--- config.mk ---
export PLATFORM = sky130hd
export DESIGN_NAME = demod_segment_sched
export DESIGN_NICKNAME = d
export VERILOG_FILES = /design/src/rtl/demod_pkg.sv /design/src/rtl/demod_credit_ctr.sv /design/src/rtl/demod_segment_sched.sv
export SDC_FILE = /design/constraint.sdc
export NUM_CORES = 1
export LEC_CHECK = 0
export BUFFER_PORTS_ARGS = -buffer_cell sky130_fd_sc_hd__buf_4
export CORE_ASPECT_RATIO = 1.75
export CORE_MARGIN = 3
export CORE_UTILIZATION = 40
export CTS_CLUSTER_SIZE = 30
export DETAILED_ROUTE_END_ITERATION = 8
export GPL_TIMING_DRIVEN = 0
export PLACE_DENSITY = 0.65
export SYNTH_ARGS = -nofsm -noshare
export SYNTH_HDL_FRONTEND = slang
export SYNTH_SLANG_ARGS = --single-unit
--- constraint.sdc ---
create_clock -name clk -period 3.77 [get_ports clk]
set_clock_uncertainty 0.1 [all_clocks]
set_input_delay 0.9425 -clock clk [delete_from_list [all_inputs] [get_ports clk]]
set_output_delay 0.9425 -clock clk [all_outputs]
set_load 0.02 [all_outputs]
--- src/rtl/demod_pkg.sv ---
// Shared definitions for the demodulation segment scheduler.
//   state_t        : scheduler FSM state encoding
//   ST_*           : state constants
//   STRIDE_DEFAULT : default address increment between segments
//   CNT_W          : width of segment / result counters
package demod_pkg;

  localparam int unsigned CNT_W          = 16;
  localparam logic [31:0] STRIDE_DEFAULT = 32'h0001_0000;

  typedef logic [1:0] state_t;

  localparam state_t ST_IDLE  = 2'd0;
  localparam state_t ST_RUN   = 2'd1;
  localparam state_t ST_FLUSH = 2'd2;
  localparam state_t ST_ERR   = 2'd3;

endpackage

--- src/rtl/demod_credit_ctr.sv ---
// Up/down counter of segments issued to the datapath but not yet returned.
// Ports:
//   clk, reset  : clock, synchronous active-high reset
//   clr         : synchronous clear (takes priority over inc/dec)
//   inc         : one segment issued this cycle
//   dec         : one result returned this cycle (ignored when empty)
//   dec_ok      : dec was accepted (counter was non-zero)
//   count       : current outstanding count
//   count_upd   : count after this cycle's inc/dec, ignoring clr
//   full, empty : count >= MAX, count == 0
module demod_credit_ctr #(
  parameter int unsigned MAX = 4,
  parameter int unsigned W   = 4
) (
  input  logic         clk,
  input  logic         reset,
  input  logic         clr,
  input  logic         inc,
  input  logic         dec,
  output logic         dec_ok,
  output logic [W-1:0] count,
  output logic [W-1:0] count_upd,
  output logic         full,
  output logic         empty
);

  assign empty     = (count == '0);
  assign full      = (count >= W'(MAX));
  assign dec_ok    = dec && !empty;
  assign count_upd = count + W'(inc) - W'(dec_ok);

  always_ff @(posedge clk) begin
    if (reset || clr) begin
      count <= '0;
    end else begin
      count <= count_upd;
    end
  end

endmodule

--- src/rtl/demod_segment_sched.sv ---
// Sequences the demodulation datapath over one frame of segments: issues
// base + k*STRIDE words with a valid/ready handshake, bounds in-flight work,
// counts returned results, and reports done or a timeout error.
// Ports:
//   clk, reset    : clock, synchronous active-high reset
//   start, abort  : frame start (IDLE only) / return to IDLE
//   base_addr     : first segment word, sampled on accepted start
//   num_segments  : segments in frame, sampled on accepted start (0 = empty)
//   seg_valid/seg_ready, segment_0, seg_index : issue handshake and payload
//   res_valid     : one pulse per completed segment
//   busy          : high in RUN
//   done          : one-cycle pulse at normal completion
//   err_timeout   : sticky timeout flag, cleared by accepted start
//   res_count     : results received this frame
module demod_segment_sched
  import demod_pkg::*;
#(
  parameter logic [31:0] STRIDE    = STRIDE_DEFAULT,
  parameter int unsigned MAX_OUTST = 4,
  parameter int unsigned TIMEOUT   = 1024
) (
  input  logic             clk,
  input  logic             reset,
  input  logic             start,
  input  logic             abort,
  input  logic [31:0]      base_addr,
  input  logic [CNT_W-1:0] num_segments,
  output logic             seg_valid,
  input  logic             seg_ready,
  output logic [31:0]      segment_0,
  output logic [CNT_W-1:0] seg_index,
  input  logic             res_valid,
  output logic             busy,
  output logic             done,
  output logic             err_timeout,
  output logic [CNT_W-1:0] res_count
);

  localparam int unsigned     OUT_W    = 4;
  localparam int unsigned     TMO_W    = $clog2(TIMEOUT + 1);
  localparam logic [TMO_W-1:0] TMO_LAST = TMO_W'(TIMEOUT - 1);

  state_t             state_q;
  state_t             state_d;
  logic [CNT_W-1:0]   num_q;
  logic [TMO_W-1:0]   tmo_q;
  logic [TMO_W-1:0]   tmo_d;
  logic [CNT_W-1:0]   res_count_upd;
  logic [OUT_W-1:0]   outst;
  logic [OUT_W-1:0]   outst_upd;
  logic               outst_full;
  logic               outst_empty;
  logic               res_ok;
  logic               accept;
  logic               tmo_hit;
  logic               clr_cnt;
  logic               start_ok;
  logic               set_err;
  logic               done_d;

  demod_credit_ctr #(
    .MAX (MAX_OUTST),
    .W   (OUT_W)
  ) u_credit (
    .clk       (clk),
    .reset     (reset),
    .clr       (clr_cnt),
    .inc       (accept),
    .dec       (res_valid && (state_q != ST_IDLE)),
    .dec_ok    (res_ok),
    .count     (outst),
    .count_upd (outst_upd),
    .full      (outst_full),
    .empty     (outst_empty)
  );

  // seg_index doubles as the issued count; it only moves on accept, so a raised
  // seg_valid cannot drop in RUN until the word is taken.
  assign seg_valid     = (state_q == ST_RUN) && (seg_index != num_q) && !outst_full;
  assign accept        = seg_valid && seg_ready;
  assign busy          = (state_q == ST_RUN);
  assign res_count_upd = res_count + CNT_W'(res_ok);

  // Timer only runs while work is in flight and no result has arrived.
  assign tmo_hit = (state_q == ST_RUN) && !res_valid && !outst_empty && (tmo_q == TMO_LAST);

  always_comb begin
    tmo_d = '0;
    if ((state_q == ST_RUN) && !res_valid && !outst_empty) begin
      tmo_d = tmo_q + TMO_W'(1);
    end
  end

  always_comb begin
    state_d  = state_q;
    done_d   = 1'b0;
    clr_cnt  = 1'b0;
    start_ok = 1'b0;
    set_err  = 1'b0;
    case (state_q)
      ST_IDLE: begin
        if (abort) begin
          clr_cnt = 1'b1;
        end else if (start) begin
          if (num_segments == '0) begin
            done_d = 1'b1;
          end else begin
            start_ok = 1'b1;
            clr_cnt  = 1'b1;
            state_d  = ST_RUN;
          end
        end
      end
      ST_RUN: begin
        if (abort) begin
          // Anything accepted this cycle still has to drain.
          if (outst_upd == '0) begin
            clr_cnt = 1'b1;
            state_d = ST_IDLE;
          end else begin
            state_d = ST_FLUSH;
          end
        end else if ((seg_index == num_q) && (res_count_upd == num_q)) begin
          done_d  = 1'b1;
          state_d = ST_IDLE;
        end else if (tmo_hit) begin
          set_err = 1'b1;
          state_d = ST_ERR;
        end
      end
      ST_FLUSH, ST_ERR: begin
        if (abort || (outst_upd == '0)) begin
          clr_cnt = 1'b1;
          state_d = ST_IDLE;
        end
      end
      default: begin
        clr_cnt = 1'b1;
        state_d = ST_IDLE;
      end
    endcase
  end

  always_ff @(posedge clk) begin
    if (reset) begin
      state_q     <= ST_IDLE;
      num_q       <= '0;
      segment_0   <= '0;
      seg_index   <= '0;
      res_count   <= '0;
      tmo_q       <= '0;
      done        <= 1'b0;
      err_timeout <= 1'b0;
    end else begin
      state_q <= state_d;
      done    <= done_d;
      tmo_q   <= tmo_d;

      if (start_ok) begin
        segment_0 <= base_addr;
        num_q     <= num_segments;
      end else if (accept) begin
        segment_0 <= segment_0 + STRIDE;
      end

      if (clr_cnt) begin
        seg_index <= '0;
        res_count <= '0;
      end else begin
        if (accept) begin
          seg_index <= seg_index + CNT_W'(1);
        end
        res_count <= res_count_upd;
      end

      if (start_ok) begin
        err_timeout <= 1'b0;
      end else if (set_err) begin
        err_timeout <= 1'b1;
      end
    end
  end

endmodule
**Yosys cells after proc, flatten, opt, wreduce, memory -nomap -nowiden**

Index checks and enable logic that the tools add are counted.

- Order comparisons: 1
- Equality and inequality tests: 12
- Bitwise operators: 1
- Reduce and logical (&&, ||, !) cells: 25
- Mux-type cells: 30
- Add/subtract/negate cells: 6

Operators by type and width:

| kind | number |
|---|---|
| 32-bit two-way mux | 2 |
| 32-bit by 17-bit adder with 32-bit output (second input constant) | 1 |
| 16-bit == test | 2 |
| 1-bit two-way mux | 17 |
| 16-bit by 1-bit adder with 16-bit output | 1 |
| 16-bit by 1-bit adder with 16-bit output (second input constant) | 1 |
| 16-bit logical NOT | 1 |
| 2-bit two-way mux | 8 |
| 16-bit inequality test | 1 |
| 11-bit by 1-bit adder with 11-bit output (second input constant) | 1 |
| 11-bit by 10-bit == test with 1-bit output (second input constant) | 1 |
| 1-bit logical AND | 9 |
| 4-bit logical NOT | 2 |
| 2-bit inequality test (second input constant) | 4 |
| 2-bit OR reduction | 4 |
| 2-bit case mux with 3 select lines | 1 |
| 5-bit AND reduction | 1 |
| 4-bit by 1-bit adder with 4-bit output | 1 |
| 2-bit == test (second input constant) | 2 |
| 4-bit by 3-bit >= comparator with 1-bit output (second input constant) | 1 |
| 4-bit by 2-bit inequality test with 1-bit output (second input constant) | 1 |
| 2-bit nonzero test | 2 |
| 4-bit by 1-bit subtractor with 4-bit output | 1 |
| 1-bit logical NOT | 3 |
| other kinds (6) | 7 |

- Output and inout port bits: 68
- Register bits: 99
- Bits of input ports: 54
- Logic and storage cells: 84

**Depth between registers and ports, before layout**

- Depth in word-level cells: 11
- Mapped depth: 16
- Depth with buffers taken out: 14

**By module**

A second synthesis with hierarchy kept.

- Cells, all modules: 595
- Area, all modules: 4873.4 µm²

By module, submodules not included:

| module | instances | area an instance (µm²) | cells an instance |
|---|---|---|---|
| demod_segment_sched | 1 | 4583.1 | 563 |
| demod_credit_ctr | 1 | 290.3 | 32 |

**Worst setup path after synthesis**

OpenSTA, ideal clock, no wires.

- Kind: register to register
- Start point: register seg_index[2]
- End point: register res_count[11]
- Path slack: -0.052 ns
- Library setup time: 0.128 ns
- Stages on the path, launching flop included: 17
- Arrival time: 3.594 ns
- Data required time: 3.542 ns
- Path through: dfxtp_1 > buf_2 > xor2_1 > nor4_1 > nand4_1 > nand3_1 > clkbuf_1 > inv_1 > ha_1 > a21o_1 > a21oi_1 > xnor2_1 > and4_1 > a21boi_0 > o311ai_2 > clkbuf_1 > nor2_1

- Word-level cells in the longest chain between the ends: 11

RTL lines:

| element | RTL line | text |
|---|---|---|
| from (decl) | demod_segment_sched.sv:31 | `output logic [CNT_W-1:0] seg_index,` |
| from (signal assigned) | demod_segment_sched.sv:171 | `seg_index <= seg_index + CNT_W'(1);` |
| 16-bit inequality test (*) | demod_segment_sched.sv:79 | `assign seg_valid = (state_q == ST_RUN) && (seg_index != num_q) && !outst_full;` |
| 1-bit logical AND (*) (2 in series) | demod_segment_sched.sv:79 |  |
| 1-bit logical AND (*) | demod_segment_sched.sv:80 | `assign accept = seg_valid && seg_ready;` |
| 4-bit by 1-bit adder with 4-bit output (*) | demod_credit_ctr.sv:30 | `assign count_upd = count + W'(inc) - W'(dec_ok);` |
| 4-bit by 1-bit subtractor with 4-bit output (*) | demod_credit_ctr.sv:30 |  |
| 4-bit logical NOT (*) | demod_segment_sched.sv:117, demod_segment_sched.sv:132 |  |
| 1-bit two-way mux or 1-bit logical OR (tied branches) | demod_segment_sched.sv:117, demod_segment_sched.sv:132 |  |
| 1-bit two-way mux (on tied branches) | demod_segment_sched.sv:115, demod_segment_sched.sv:132 |  |
| 1-bit case mux with 3 select lines (*) | demod_segment_sched.sv:100 | `case (state_q)` |
| 2-bit OR reduction (no line) (*) | n/a |  |
| to (signal assigned) | demod_segment_sched.sv:173 | `res_count <= res_count_upd;` |
| to (decl) | demod_segment_sched.sv:36 | `output logic [CNT_W-1:0] res_count` |

Every way passes the cells marked *; elsewhere a longest branch is shown, timed or not.
A chain may end at the register's enable or synchronous reset.

**Final worst setup path**

- Start point: input port res_valid
- End point: register res_count[2]

- Word-level cells in the longest chain between the ends: 8

RTL lines:

| element | RTL line | text |
|---|---|---|
| from (decl) | demod_segment_sched.sv:32 | `input logic res_valid,` |
| 1-bit logical AND (*) | demod_segment_sched.sv:69 | `.dec (res_valid && (state_q != ST_IDLE)),` |
| 1-bit logical AND (*) | demod_credit_ctr.sv:29 | `assign dec_ok = dec && !empty;` |
| 4-bit by 1-bit subtractor with 4-bit output | demod_credit_ctr.sv:30 |  |
| 4-bit logical NOT | demod_segment_sched.sv:117, demod_segment_sched.sv:132 |  |
| 1-bit two-way mux or 1-bit logical OR (tied branches) | demod_segment_sched.sv:117, demod_segment_sched.sv:132 |  |
| 1-bit two-way mux (on tied branches) | demod_segment_sched.sv:115, demod_segment_sched.sv:132 |  |
| 1-bit case mux with 3 select lines | demod_segment_sched.sv:100 |  |
| 2-bit OR reduction (no line) | n/a |  |

Marked as above.

==> out/results.ini <==
[die]
coreArea_um2 = 12100
die_width_um = 90.2
dieArea_um2 = 13800
initial_core_util_pct = 41.1
ios = 122
die_h_um = 153
num_rows = 53

[placement]
io_buffers = 119
place.gp.congestion = 0.886
hpwl_um = 11400

[route]
drt_iter0_drc = 185
drt-wirelength-per-cell_um = 16.0
wl_um = 14600
drc_errors = 0
vias = 4796
via_per_inst = 5.26
firstDrtPassIters = 5
detail-route-antenna-nets = 0

[setup_path]
worstSetupEndpointType = register
worst-path-max-fanout = 10
worstSetupPathType = in2reg
crit_path_top_delay_cell = fa_1
r2r_cells = 16
cpPeakStageDelay_ns = 0.41
crit_arrival_ns = 3.69
r2r_slack_ns = 0.25
required_ns = 3.91
worstReg2RegEnd = res_count[2]$_SDFF_PP0_
startpoint_type = primary input
rr_startpoint = u_credit.count[2]$_SDFF_PP0_
crit_chain = buf_4, o21ai_0, nor2_2, ha_1, inv_1, ha_1, inv_1, fa_1, xor2_2, and4_2, a21boi_0, o311ai_4, buf_12, clkbuf_4, nor2_1

[logic_synthesis]
ys_ff_latch = 99
syn_inst = 608
avgSynthCellArea_um2 = 8.16
synth_top_flop_cell = dfxtp_1
postSynth.asyncResetShare_pct = 0
seq_area_frac_synth_pct = 39.9
ys_types = 54
syn-num-nets = 674
synth_edf_count = 0
synth_area_um2 = 4960
ys.warnings.count = 0

[layout]
mostFrequentLayoutCells = buf_4, dfxtp_1, nand2_1, nor2_1, a21oi_1
drive_gt1_share_pct = 22.6
multi_input_area_um2 = 2830
n_fill_cell = 1166
final_common_cell = buf_4
fin_util_pct = 53.7
nNetsFinal = 809
syn2layout_area_growth_pct = 30.6
seq_area_um2 = 1980
diodes = 0

[cts]
htree_levels = 3
cts-root-buf = clkbuf_16
cts_tree = built
clock_sinks = 99
clk_pin_slew_worst_paths_ns = 0.07
cts_max_path_buffers = 2
numCtsBuffers = 9
clkLatencyLatePin_ns = 0.35

[grt]
grt_max_degree = 16
antenna_found_initial = 0
track_usage_pct = 20.9
grt_pass1_vias = 4653
grt_overflow = 0
grt_pass1_wl_um = 23200

[power]
swShare_pct = 24.9
p_leak_nw = 2.57
power_frac_clock_pct = 39.9
seqPwrFrac_pct = 48.3
total_power_mw = 2.30
power_density_nw_per_um2 = 355
p_int_mw = 1.73
p_comb_share_pct = 11.8
p_sw_mw = 0.573
peakVddDrop_v = 0.000208

[timing]
final_max_slew_viol_count = 0
final-hold-violation-count = 0
hold_slack_ns = 0.355
fmaxAchievable_ghz = 0.282
period_share_pct = 94.2
finalSetupViolations = 0
rsz0062_at_grt = false
worst-slew-pin-transition_ns = 0.731
relSlewSlack_pct = 50.6
min_period_ns = 3.55

[worst_hold_path]
worstHoldPathType = reg2reg
holdPathEnd = segment_0[0]$_SDFFE_PP0P_
hold_depth = 2
min-delay-start = segment_0[0]$_SDFFE_PP0P_

[run_status]
outcome = complete, no violations

[flow_run]
max_cap_viol_count = 0

per-layer routing:
layer | vias up | part of all wire, % | track usage, %
met2 | 149 | 54 | 38.4
met4 | 0 | 3.0 | 9.20
met1 | 2256 | 39 | 23.2
met5 | - | 0 | 0
li1 | 2364 | - | -
met3 | 27 | 4.6 | 3.45
how the worst max path moves through the flow:
| stage | from | end | slack (ns) | cells after the start |
|---|---|---|---|---|
| 4_1_cts | res_valid | err_timeout$_SDFFE_PP0P_ | 0.01 | 12 |
| 2_1_floorplan | seg_index[2]$_SDFFE_PP0N_ | res_count[10]$_SDFF_PP0_ | -0.01 | 16 |
| 3_3_place_gp | num_q[12]$_SDFFE_PP0P_ | res_count[10]$_SDFF_PP0_ | -1.04 | 15 |
| 5_1_grt | res_valid | err_timeout$_SDFFE_PP0P_ | 0.01 | 11 |
| 6_report | res_valid | res_count[2]$_SDFF_PP0_ | 0.22 | 15 |
| 3_5_place_dp | num_q[12]$_SDFFE_PP0P_ | res_count[2]$_SDFF_PP0_ | -1.13 | 15 |
cell families after synthesis:
logic type	count (synthesis)	share of synthesized area, %
AOI/OAI and AO/OA	91	11.6
xor gates and xnor gates	71	12.8
adders and majority gates	12	3.18
buffers and inverters	54	4.34
DFF	99	39.9
muxes	1	0.202
and+or+nand+nor	280	27.9
cell usage after synthesis (all sizes together), types with 10 or more instances:
| master | number | area share, % |
|---|---|---|
| nor3 | 10 | 1.1 |
| a21oi | 39 | 3.9 |
| nand4 | 16 | 2.4 |
| nand2 | 83 | 6.3 |
| xor2 | 34 | 6.0 |
| xnor2 | 36 | 6.4 |
| o21ai | 16 | 1.6 |
| inv | 23 | 1.7 |
| clkbuf | 24 | 1.8 |
| nand3 | 23 | 2.4 |
| a311oi | 13 | 2.3 |
| or3 | 14 | 1.8 |
| nor2 | 82 | 6.2 |
| ha | 11 | 2.8 |
| dfxtp | 99 | 40 |
| nor4 | 14 | 2.2 |
state kept, by name (all words and copies together), names as in the netlist:
name,count
tmo_q,11
res_count,16
u_credit.count,4
seg_index,16
err_timeout,1
done,1
segment_0,32
num_q,16
state_q,2
per-stage QoR:
| step | cells | worst slack [ns] | cell area [um2] | TNS (ns) |
|---|---|---|---|---|
| 2_1_floorplan | 608 | -0.0119 | 4960 | -0.239 |
| 3_3_place_gp | 892 | -1.04 | 6060 | -32.01 |
| 3_5_place_dp | 892 | -1.13 | 6060 | -35.20 |
| 4_1_cts | 909 | 0.0127 | 6410 | 0 |
| 5_1_grt | 912 | 0.0117 | 6480 | 0 |
| 6_report | 912 | 0.219 | 6480 | 0 |
power groups by stage:
stage                     Combinational (mW)  Clock [mW]  Sequential (mW)
after floorplan                        0.115           0             1.15
after global placement                 0.254           0             1.13
after detailed placement               0.259           0             1.13
final                                  0.271       0.919             1.11
after CTS                              0.270       0.944             1.11
after global routing                   0.294       0.987             1.12
critical path, delay by kind of cell:
family | cells | cell delay (ns)
adders and majority gates | 3 | 0.84
AOI/OAI and AO/OA | 3 | 0.59
xor gates and xnor gates | 1 | 0.16
buffers and inverters | 5 | 0.57
and+or+nand+nor | 3 | 0.57
cell type report:
type                            count  share of cell area, %
Buffer                             30                   2.07
Clock buffer                       11                   3.74
Clock inverter                      4                  0.791
Inverter                           23                   1.33
Multi-Input combinational cell    455                   43.6
Sequential cell                    99                   30.6
Tap cell                          165                   3.18
Timing Repair Buffer              125                   14.7
repair_timing:
action                                 4_1_cts  5_1_grt
buffers inserted                             3        3
setup endpoints to repair                   36       38
hold buffers                                 0        0
pin swaps                                    2        2
endpoints found under the hold margin        0        0
cloned                                       0        0
gates resized for setup                      5       15
Note: power is estimated with default switching activity, not from simulation.
